### src/rtl/al_accel_pkg.sv
// Shared types and widths for the CP-unit sequencer and its address generator.
package al_accel_pkg;

    localparam int DATA_W = 8;
    localparam int ADDR_W = 10;
    localparam int WIN_W  = 4;
    localparam int NWIN_W = 8;

    typedef enum logic [2:0] {
        IDLE  = 3'd0,
        CLR   = 3'd1,
        FEED  = 3'd2,
        TAIL  = 3'd3,
        WRITE = 3'd4,
        DONE  = 3'd5
    } state_e;

    typedef struct packed {
        logic [ADDR_W-1:0] src_base;
        logic [ADDR_W-1:0] dst_base;
        logic [WIN_W-1:0]  win_len;
        logic [NWIN_W-1:0] num_win;
    } cfg_t;

endpackage

### src/rtl/al_accel_cp_addr_gen.sv
// Element/window counters and the source/destination address arithmetic.
// All address sums wrap at ADDR_W bits; the window offset k*L is formed as
// an ADDR_W-bit product so it wraps the same way.
module al_accel_cp_addr_gen
    import al_accel_pkg::*;
(
    input  logic              clk,
    input  logic              resetn,
    input  logic              clr_job,
    input  logic              clr_win,
    input  logic              inc_i,
    input  logic              inc_k,
    input  logic [ADDR_W-1:0] src_base,
    input  logic [ADDR_W-1:0] dst_base,
    input  logic [WIN_W-1:0]  win_len,
    input  logic [NWIN_W-1:0] num_win,
    output logic [ADDR_W-1:0] rd_addr,
    output logic [ADDR_W-1:0] wr_addr,
    output logic              last_elem,
    output logic              last_win
);

    logic [WIN_W-1:0]  i_q, i_d;
    logic [NWIN_W-1:0] k_q, k_d;
    logic [ADDR_W-1:0] win_off;

    // Counter next-state: i restarts every window, k restarts every job.
    always_comb begin
        i_d = i_q;
        k_d = k_q;
        if (clr_job || clr_win) begin
            i_d = '0;
        end else if (inc_i) begin
            i_d = i_q + WIN_W'(1);
        end
        if (clr_job) begin
            k_d = '0;
        end else if (inc_k) begin
            k_d = k_q + NWIN_W'(1);
        end
    end

    // Counter registers.
    always_ff @(posedge clk or negedge resetn) begin
        if (!resetn) begin
            i_q <= '0;
            k_q <= '0;
        end else begin
            i_q <= i_d;
            k_q <= k_d;
        end
    end

    // Address and terminal-count decode.
    always_comb begin
        win_off   = ADDR_W'(k_q) * ADDR_W'(win_len);
        rd_addr   = src_base + win_off + ADDR_W'(i_q);
        wr_addr   = dst_base + ADDR_W'(k_q);
        last_elem = (i_q == (win_len - WIN_W'(1)));
        last_win  = (k_q == (num_win - NWIN_W'(1)));
    end

endmodule

### src/rtl/al_accel_cp_seq.sv
// Window sequencer for the CP pooling/compare unit.
//
//   state | meaning
//   ------+---------------------------------------------------------
//   IDLE  | waiting for start; config latched on an accepted start
//   CLR   | clear CP accumulator, reset element counter
//   FEED  | issue L source reads, one per cycle
//   TAIL  | last read data is presented to the CP unit
//   WRITE | CP result written to destination, advance window
//   DONE  | one-cycle completion pulse (also the cfg-error exit)
//
// Read data returns one cycle after rd_en, so cp_enb is rd_en delayed by a
// register; cp_di is rd_data qualified by that delayed enable. A pending
// abort kills the delayed enable so an in-flight read never reaches the CP
// unit, and a one-cycle cp_clr is issued in IDLE to leave the unit clean.
module al_accel_cp_seq
    import al_accel_pkg::*;
(
    input  logic              clk,
    input  logic              resetn,
    input  logic              start,
    input  logic              abort,
    input  logic [ADDR_W-1:0] cfg_src_base,
    input  logic [ADDR_W-1:0] cfg_dst_base,
    input  logic [WIN_W-1:0]  cfg_win_len,
    input  logic [NWIN_W-1:0] cfg_num_win,
    output logic              busy,
    output logic              done,
    output logic              err,
    output logic              rd_en,
    output logic [ADDR_W-1:0] rd_addr,
    input  logic [DATA_W-1:0] rd_data,
    output logic [DATA_W-1:0] cp_di,
    output logic              cp_enb,
    output logic              cp_clr,
    input  logic [DATA_W-1:0] cp_do,
    output logic              wr_en,
    output logic [ADDR_W-1:0] wr_addr,
    output logic [DATA_W-1:0] wr_data
);

    state_e state_q, state_d;
    cfg_t   cfg_q, cfg_d;
    logic   err_q, err_d;
    logic   cp_enb_q, cp_enb_d;
    logic   abort_clr_q, abort_clr_d;
    logic   clr_job, clr_win, inc_i, inc_k;
    logic   last_elem, last_win;

    al_accel_cp_addr_gen u_addr_gen (
        .clk       (clk),
        .resetn    (resetn),
        .clr_job   (clr_job),
        .clr_win   (clr_win),
        .inc_i     (inc_i),
        .inc_k     (inc_k),
        .src_base  (cfg_q.src_base),
        .dst_base  (cfg_q.dst_base),
        .win_len   (cfg_q.win_len),
        .num_win   (cfg_q.num_win),
        .rd_addr   (rd_addr),
        .wr_addr   (wr_addr),
        .last_elem (last_elem),
        .last_win  (last_win)
    );

    // Next-state, config latch and counter control; abort overrides all.
    always_comb begin
        state_d     = state_q;
        cfg_d       = cfg_q;
        err_d       = err_q;
        abort_clr_d = 1'b0;
        clr_job     = 1'b0;
        clr_win     = 1'b0;
        inc_i       = 1'b0;
        inc_k       = 1'b0;
        cp_enb_d    = rd_en && !abort;
        if (abort) begin
            if (state_q != IDLE) begin
                state_d     = IDLE;
                abort_clr_d = 1'b1;
            end
        end else begin
            case (state_q)
                IDLE: begin
                    if (start) begin
                        cfg_d.src_base = cfg_src_base;
                        cfg_d.dst_base = cfg_dst_base;
                        cfg_d.win_len  = cfg_win_len;
                        cfg_d.num_win  = cfg_num_win;
                        if ((cfg_win_len == '0) || (cfg_num_win == '0)) begin
                            err_d   = 1'b1;
                            state_d = DONE;
                        end else begin
                            err_d   = 1'b0;
                            clr_job = 1'b1;
                            state_d = CLR;
                        end
                    end
                end
                CLR: begin
                    clr_win = 1'b1;
                    state_d = FEED;
                end
                FEED: begin
                    if (last_elem) begin
                        state_d = TAIL;
                    end else begin
                        inc_i = 1'b1;
                    end
                end
                TAIL: begin
                    state_d = WRITE;
                end
                WRITE: begin
                    if (last_win) begin
                        state_d = DONE;
                    end else begin
                        inc_k   = 1'b1;
                        state_d = CLR;
                    end
                end
                DONE: begin
                    state_d = IDLE;
                end
                default: begin
                    state_d = IDLE;
                end
            endcase
        end
    end

    // State, latched config, error flag and data-alignment registers.
    always_ff @(posedge clk or negedge resetn) begin
        if (!resetn) begin
            state_q     <= IDLE;
            cfg_q       <= '0;
            err_q       <= 1'b0;
            cp_enb_q    <= 1'b0;
            abort_clr_q <= 1'b0;
        end else begin
            state_q     <= state_d;
            cfg_q       <= cfg_d;
            err_q       <= err_d;
            cp_enb_q    <= cp_enb_d;
            abort_clr_q <= abort_clr_d;
        end
    end

    // Outputs decoded from registered state so reset clears them at once.
    always_comb begin
        busy    = (state_q != IDLE) && !((state_q == DONE) && err_q);
        done    = (state_q == DONE);
        err     = err_q;
        rd_en   = (state_q == FEED);
        cp_clr  = (state_q == CLR) || abort_clr_q;
        cp_enb  = cp_enb_q;
        cp_di   = cp_enb_q ? rd_data : '0;
        wr_en   = (state_q == WRITE);
        wr_data = (state_q == WRITE) ? cp_do : '0;
    end

endmodule

### config.mk
export PLATFORM = sky130hd
export DESIGN_NAME = al_accel_cp_seq
export DESIGN_NICKNAME = d
export VERILOG_FILES = /design/src/rtl/al_accel_pkg.sv /design/src/rtl/al_accel_cp_addr_gen.sv /design/src/rtl/al_accel_cp_seq.sv
export SDC_FILE = /design/constraint.sdc
export NUM_CORES = 1
export LEC_CHECK = 0
export CORE_ASPECT_RATIO = 1.75
export CORE_MARGIN = 2
export CORE_UTILIZATION = 25
export DETAILED_ROUTE_END_ITERATION = 8
export PLACE_DENSITY = 0.43
export SYNTH_ARGS = -nofsm -noshare
export SYNTH_HDL_FRONTEND = slang
export SYNTH_SLANG_ARGS = --single-unit
### constraint.sdc
create_clock -name clk -period 5.6 [get_ports clk]
set_input_delay 1.12 -clock clk [delete_from_list [all_inputs] [get_ports clk]]
set_output_delay 1.12 -clock clk [all_outputs]
set_load 0.005 [all_outputs]
==> impl_metrics.yaml, run 1 <==
worst_setup_path:
  reg2reg_from: "state_q[2]"
  reg2reg_setup_slack_ns: 3.06
  worst_r2r_path_depth: 6
  critPathKind: "register to output pin"
  critPathCaptureType: "output pin"
  timing.critical_path.from: "cfg_q[11]"
  cp.arrival_ns: 4.09
  path_max_fanout: 8
  worstSetupStartpointType: "register"
  cp.required_ns: 4.48
hold_path:
  hold_class: "register to register"
  hp-start: "cfg_q[22]"
  min_path_cells: 1
sta:
  rsz0062_at_grt: "false"
  period_share_pct: 93.0
  setup_viol: 0
  slew_headroom_pct: 33.3
  timing.final.crit_period_ns: 5.21
  worstMarginPinSlew_ns: 0.999
  finClkSkew_ns: 0.00972
  maxSlewViolCount: 0
  fmax_mhz: 192
  fin_setup_tns_ns: 0
  finalHoldViolCount: 0
die:
  core_area_um2: 16400
  die_area_um2: 18000
  fp.dieH_um: 176
  start_util_pct: 25.7
  die_w_um: 102
  pin_count: 95
  rows: 62
layout:
  drive_gt1_share_pct: 13.9
  register_area_um2: 1250
  nets: 628
  n_antenna_cell: 0
  areaGrowthSynthToFinish_pct: 33.8
  multi_input_area_um2: 2680
  fill_cells: 1736
place:
  io_buffers: 94
  dp_hpwl_um: 8670
  gp_congestion: 0.784
synthesis:
  ys_top_cells_by_count: "inv_1 (60), dfrtp_1 (50), and2_1 (39)"
  synthTopCellsByArea: "dfrtp_1 (30%), fa_1 (12%), mux2_2 (8.5%)"
  synth_edf_count: 0
  synth_cell_types: 52
  synth.net_count: 529
  syn_inst: 425
  syn_area_um2: 4220
  synthSimpleGateAreaFrac_pct: 16.3
  yosys_register_bits: 50
  synthMuxAreaShare_pct: 10.7
  synth-compound-area-share_pct: 8.57
  yosys.area_share.adder_pct: 19.9
  yosysWarnings: 0
  synth-xor-area-share_pct: 7.65
  yosys.cell_count.top_type: "inv_1"
  synth_top_area_share_pct: 29.7
  avgSynthCellArea_um2: 9.93
  synth_top_family_by_area: "adder cells"
  synth_area_leader_cell: "dfrtp_1"
  async_flop_share_pct: 100
  ys.flop_type: "dfrtp_1"
  ys_seq_area_share_pct: 29.7
job:
  max-cap-violations: 0
power_and_ir_drop:
  p_leak_nw: 2.57
  ir_drop_uv: 141
  power_density_nw_per_um2: 275
  totalPowerFinal_mw: 1.55
drt:
  wl_per_cell_um: 14.5
  route.detailed.drc: 0
  drt-initial-drc-count: 85
  dr.pass1.iters: 6
  postRouteAntennaNets: 0
  drt-total-wl_um: 10800
  via_per_inst: 4.23
  vias: 3171
global_routing:
  first_global_vias: 3418
  grt.total_usage_pct: 12.8
  grt_max_degree: 51
  grt-ovfl-total: 0
  antenna_found_initial: 0
  grt_pass1_wl_um: 17700
clock_network:
  tritoncts: "built"
  cts-htree-levels: 2
  clock_sinks: 50
  clk_pin_slew_ns: 0.08
  cts_root_buf: "clkbuf_16"
  worst_skew_pair.late_latency_ns: 0.30
  cts_buffer_depth: 2
  cts_buffers: 5
outcome:
  outcome: "complete, no violations"
[critical path, stage by stage (launching register included)]
cell             delay (ns)
dfrtp_2                0.45
and2_1                 0.17
fa_1                   0.50
fa_1                   0.54
inv_1                  0.05
fa_1                   0.52
inv_1                  0.04
ha_1                   0.33
a21oi_2                0.18
nor2b_1                0.06
o21a_1                 0.19
nor2_1                 0.11
xnor2_1                0.12
clkdlybuf4s50_1        0.52
[report_power, final]
group / switching (mW) / internal [mW]
sequential: 0.0904 / 0.448
combinational: 0.303 / 0.398
clock: 0.149 / 0.166
[layer usage]
layer	part of all wire [%]	GRT usage, %	vias up
li1	-	-	1595
met1	39	14.6	1518
met2	57	24.4	49
met3	2.8	1.47	9
met4	1.5	3.67	0
met5	0	0	-
[cell usage in the layout (no fill, tap or decap), types with 4 or more instances in the layout]
cell              n
a21o_1            4
a21oi_1           9
and2_1           39
buf_4            16
clkbuf_16         5
clkdlybuf4s50_1  91
dfrtp_1          48
fa_1             25
ha_1             27
inv_1            60
mux2_2           32
mux2i_1           9
nand2_1          21
nand2b_1          8
nand4_1           4
nor2_1           14
nor2b_1           5
nor3_1            7
nor4_1            4
o21ai_0           6
xnor2_1          24
xor2_1           11
[worst paths after layout]
check                                         end
worst min register to register          cfg_q[22]
worst max-delay path                   rd_addr[7]
worst max register to register  u_addr_gen.k_q[5]
min in group asynchronous                cfg_q[1]
worst min-delay path                    cfg_q[22]
max in group asynchronous               cfg_q[10]
[layout make-up]
class / instances / area share, %
clock inverter: 3 / 0.377
tap: 224 / 4.97
timing repair buffer: 110 / 18.8
sequential: 50 / 22.2
clock buffer: 5 / 2.22
multi-input combinational: 297 / 47.4
inverter: 60 / 3.99
[flip-flops by register name (all words and copies together) (netlist names)]
signal and flops:
err 1, state_q 3, abort_clr_q 1, u_addr_gen.i_q 4
u_addr_gen.k_q 8, cp_enb 1, cfg_q 32
[per-stage QoR]
| stage | setup WS [ns] | area (um^2) | hold slack [ns] | cells | util (%) |
|---|---|---|---|---|---|
| 3_5_place_dp | 0.133 | 5450 | 0.504 | 738 | 33.2 |
| 6_report | 0.389 | 5640 | 0.516 | 749 | 34.3 |
| 4_1_cts | 0.0277 | 5610 | 0.523 | 746 | 34.1 |
| 3_3_place_gp | 0.239 | 5450 | 0.497 | 738 | 33.2 |
| 5_1_grt | 0.180 | 5640 | 0.533 | 749 | 34.3 |
| 2_1_floorplan | 0.829 | 4220 | 0.479 | 425 | - |
[what timing repair did]
action	4_1_cts	5_1_grt
pin swaps	0	4
setup buffers	0	3
hold buffers	0	0
gates resized for setup	4	4
endpoints found under the setup margin	1	2
hold endpoints to repair	0	0
[logic make-up (layout without fill, tap and decap cells)]
group | after synthesis | count (layout)
multiplexers | 41 | 41
XOR/XNOR | 36 | 36
AO/OA/AOI/OAI | 46 | 46
buffers and inverters | 78 | 178
adder cells (fa/ha/maj) | 52 | 52
AND/OR/NAND/NOR | 122 | 122
flip-flops | 50 | 50
(Power assumes the default switching activity.)
==> run 2, diff against run 1 <==
Settings changed: CELL_PAD_IN_SITES_DETAIL_PLACEMENT set to 1, CELL_PAD_IN_SITES_GLOBAL_PLACEMENT set to 1, PLACE_DENSITY 0.43 to 0.54, SYNTH_HIERARCHICAL set to 1.
==> impl_metrics.yaml, run 2 <==
sta:
  slew_headroom_pct: 42.0
  maxSlewViolCount: 0
  period_share_pct: 96.2
  setup_viol: 0
  finalHoldViolCount: 0
  rsz0062_at_grt: "false"
  worstMarginPinSlew_ns: 0.868
  timing.final.crit_period_ns: 5.39
  fin_setup_tns_ns: 0
  holdWs_ns: 0.513
  fmax_mhz: 186
  finClkSkew_ns: 0.00931
hold_path:
  hold_class: "register to register"
  min_path_cells: 1
  worstHoldEndpoint: "cfg_q[22]"
  hp-start: "cfg_q[22]"
global_routing:
  grt_pass1_wl_um: 19300
  grt.total_usage_pct: 13.7
  grt_max_degree: 51
  first_global_vias: 3784
  grt-ovfl-total: 0
  antenna_found_initial: 0
layout:
  nets: 637
  layout_commonest_cell: "clkdlybuf4s50_1"
  reg_top3: "cfg_q: 32 flops, u_addr_gen/k_q: 8 flops, u_addr_gen/i_q: 4 flops"
  mostFrequentLayoutCells: "clkdlybuf4s50_1 (92), inv_1 (58), dfrtp_1 (45)"
  fin_area_um2: 5770
  drive_gt1_share_pct: 14.8
  regMostFlops: "cfg_q"
  n_antenna_cell: 0
  largest_register_ffs: 32
  areaGrowthSynthToFinish_pct: 34.0
die:
  fp.dieH_um: 178
  rows: 63
  pin_count: 95
  core_area_um2: 16900
  die_w_um: 103
  die_area_um2: 18300
  start_util_pct: 25.4
power_and_ir_drop:
  p_leak_nw: 2.64
  totalPowerFinal_mw: 1.42
  ir_drop_uv: 106
  pwr-share-seq_pct: 35.3
  internal-power_uw: 966
  switching_share_pct: 32.2
  power_frac_comb_pct: 42.3
  power_switching_uw: 459
  power_frac_clock_pct: 22.4
  power_density_nw_per_um2: 247
synthesis:
  synth_edf_count: 0
  syn_area_um2: 4310
  yosys_register_bits: 50
  async_flop_share_pct: 100
  synth_cell_types: 51
  ys.flop_type: "dfrtp_1"
  ys_top_cells_by_count: "inv_1 (58), dfrtp_1 (50), and2_1 (37)"
  syn_inst: 430
  synth.net_count: 534
  synthTopCellsByArea: "dfrtp_1 (29%), fa_1 (12%), mux2_4 (9.8%)"
  yosysWarnings: 6
  synth_area_leader_cell: "dfrtp_1"
  ys_seq_area_share_pct: 29.0
  avgSynthCellArea_um2: 10.0
  yosys.cell_count.top_type: "inv_1"
  synth_top_area_share_pct: 29.0
worst_setup_path:
  cp.required_ns: 4.48
  timing.critical_path.from: "cfg_q[9]"
  crit_chain: "buf_4 > and2_2 > fa_1 > fa_1 > inv_1 > fa_1 > inv_1 > ha_1 > inv_1 > or4_1 > nand3_1 > clkdlybuf4s50_1"
  reg2reg_setup_slack_ns: 2.19
  critPathKind: "register to output pin"
  path_buf_inv: 5
  cpMaxStageDelayCell: "fa_1"
  cp.arrival_ns: 4.27
  reg2reg_to: "u_addr_gen/k_q[7]"
  reg2reg_from: "cfg_q[2]"
  worstSetupStartpointType: "register"
  slowest_delay_ns: 0.56
  worst_r2r_path_depth: 8
  critPathCaptureType: "output pin"
  path_max_fanout: 7
  crit_family: "adder cells"
outcome:
  outcome: "complete, no violations"
drt:
  drt-initial-drc-count: 45
  postRouteAntennaNets: 0
  dr.pass1.iters: 4
  route.detailed.drc: 0
  drt-total-wl_um: 11800
  via_per_inst: 4.42
  vias: 3360
  wl_per_cell_um: 15.5
place:
  dp_hpwl_um: 9420
  placed_cell_area_um2: 5510
  io_buffers: 94
  gp_congestion: 0.781
job:
  max-cap-violations: 0
clock_network:
  tritoncts: "built"
  cts_buffer_depth: 2
  cts-htree-levels: 2
  cts_buffers: 5
  clk_pin_slew_ns: 0.07
  clock_sinks: 50
  worst_skew_pair.late_latency_ns: 0.30
  cts_root_buf: "clkbuf_16"
## run 2: changes by cell type in the layout (fill, tap and decap cells not counted), sizes merged, moves of 4 or more
| cell | before | now |
|---|---|---|
| nor2 | 15 | 22 |
| mux2i | 9 | 3 |
| o21ai | 8 | 13 |
| xnor2 | 24 | 28 |
| nor3 | 9 | 13 |
## run 2: how the worst max path moves through the flow
stage / end / slack (ns) / cells past startpoint
floorplan: rd_addr[8] / 0.85 / 13
global placement: rd_addr[8] / 0.30 / 13
detailed placement: rd_addr[8] / 0.17 / 13
CTS: rd_addr[9] / 0.03 / 13
global route: rd_addr[8] / 0.003 / 16
finish: rd_addr[8] / 0.21 / 12
## run 2: cell families (layout without fill, tap and decap cells)
kind of cell    after synthesis  count (layout)  synth area share (%)
simple gates                132             132                  17.5
buf+inv                      74             178                  7.12
fa+ha+maj                    52              52                  19.5
flops                        50              50                  29.0
compound gates               46              46                  6.88
xor+xnor                     41              41                  8.51
mux                          35              35                  11.5
## run 2: repair_timing
action	CTS	global route
resized for setup	6	8
endpoints found under the setup margin	2	2
buffers inserted	0	8
pin swaps	0	5
hold buffers	0	0
## run 2: cell type report
| class | instances | area (um^2) |
|---|---|---|
| fill | 1910 | 11200 |
| multi-input combinational | 306 | 2790 |
| sequential | 50 | 1260 |
| timing repair buffer | 112 | 1070 |
| tap | 227 | 284 |
| inverter | 58 | 218 |
| clock buffer | 6 | 139 |
| clock inverter | 2 | 12.5 |
## run 2: power groups by stage
stage	Sequential, mW	Combinational (mW)	Clock (mW)
finish	0.503	0.602	0.320
global route	0.517	0.672	0.346
CTS	0.515	0.580	0.334
detailed placement	0.521	0.576	0
global placement	0.516	0.563	0
floorplan	0.482	0.361	0
## run 2: per-layer routing
metal  global-route usage (%)  part of all wire (%)  vias to the layer above
li1                         -                     -                     1609
met5                        0                     0                        -
met2                     26.5                    57                       57
met3                     1.34                   2.5                        9
met4                     3.73                   1.5                        0
met1                     15.3                    39                     1685
## run 2: stage by stage
stage          util (%)  setup slack, ns  cells
3_5_place_dp       32.5            0.168    745
6_report           34.1            0.211    761
2_1_floorplan         -            0.846    430
5_1_grt            34.1          0.00330    761
4_1_cts            33.5           0.0260    753
3_3_place_gp       32.5            0.302    745
==> run 3, diff against run 2 <==
Settings changed: CTS_CLUSTER_SIZE set to 30.
==> results of run 3 <==
The final DEF is identical to that of run 2; final timing and power are the same.
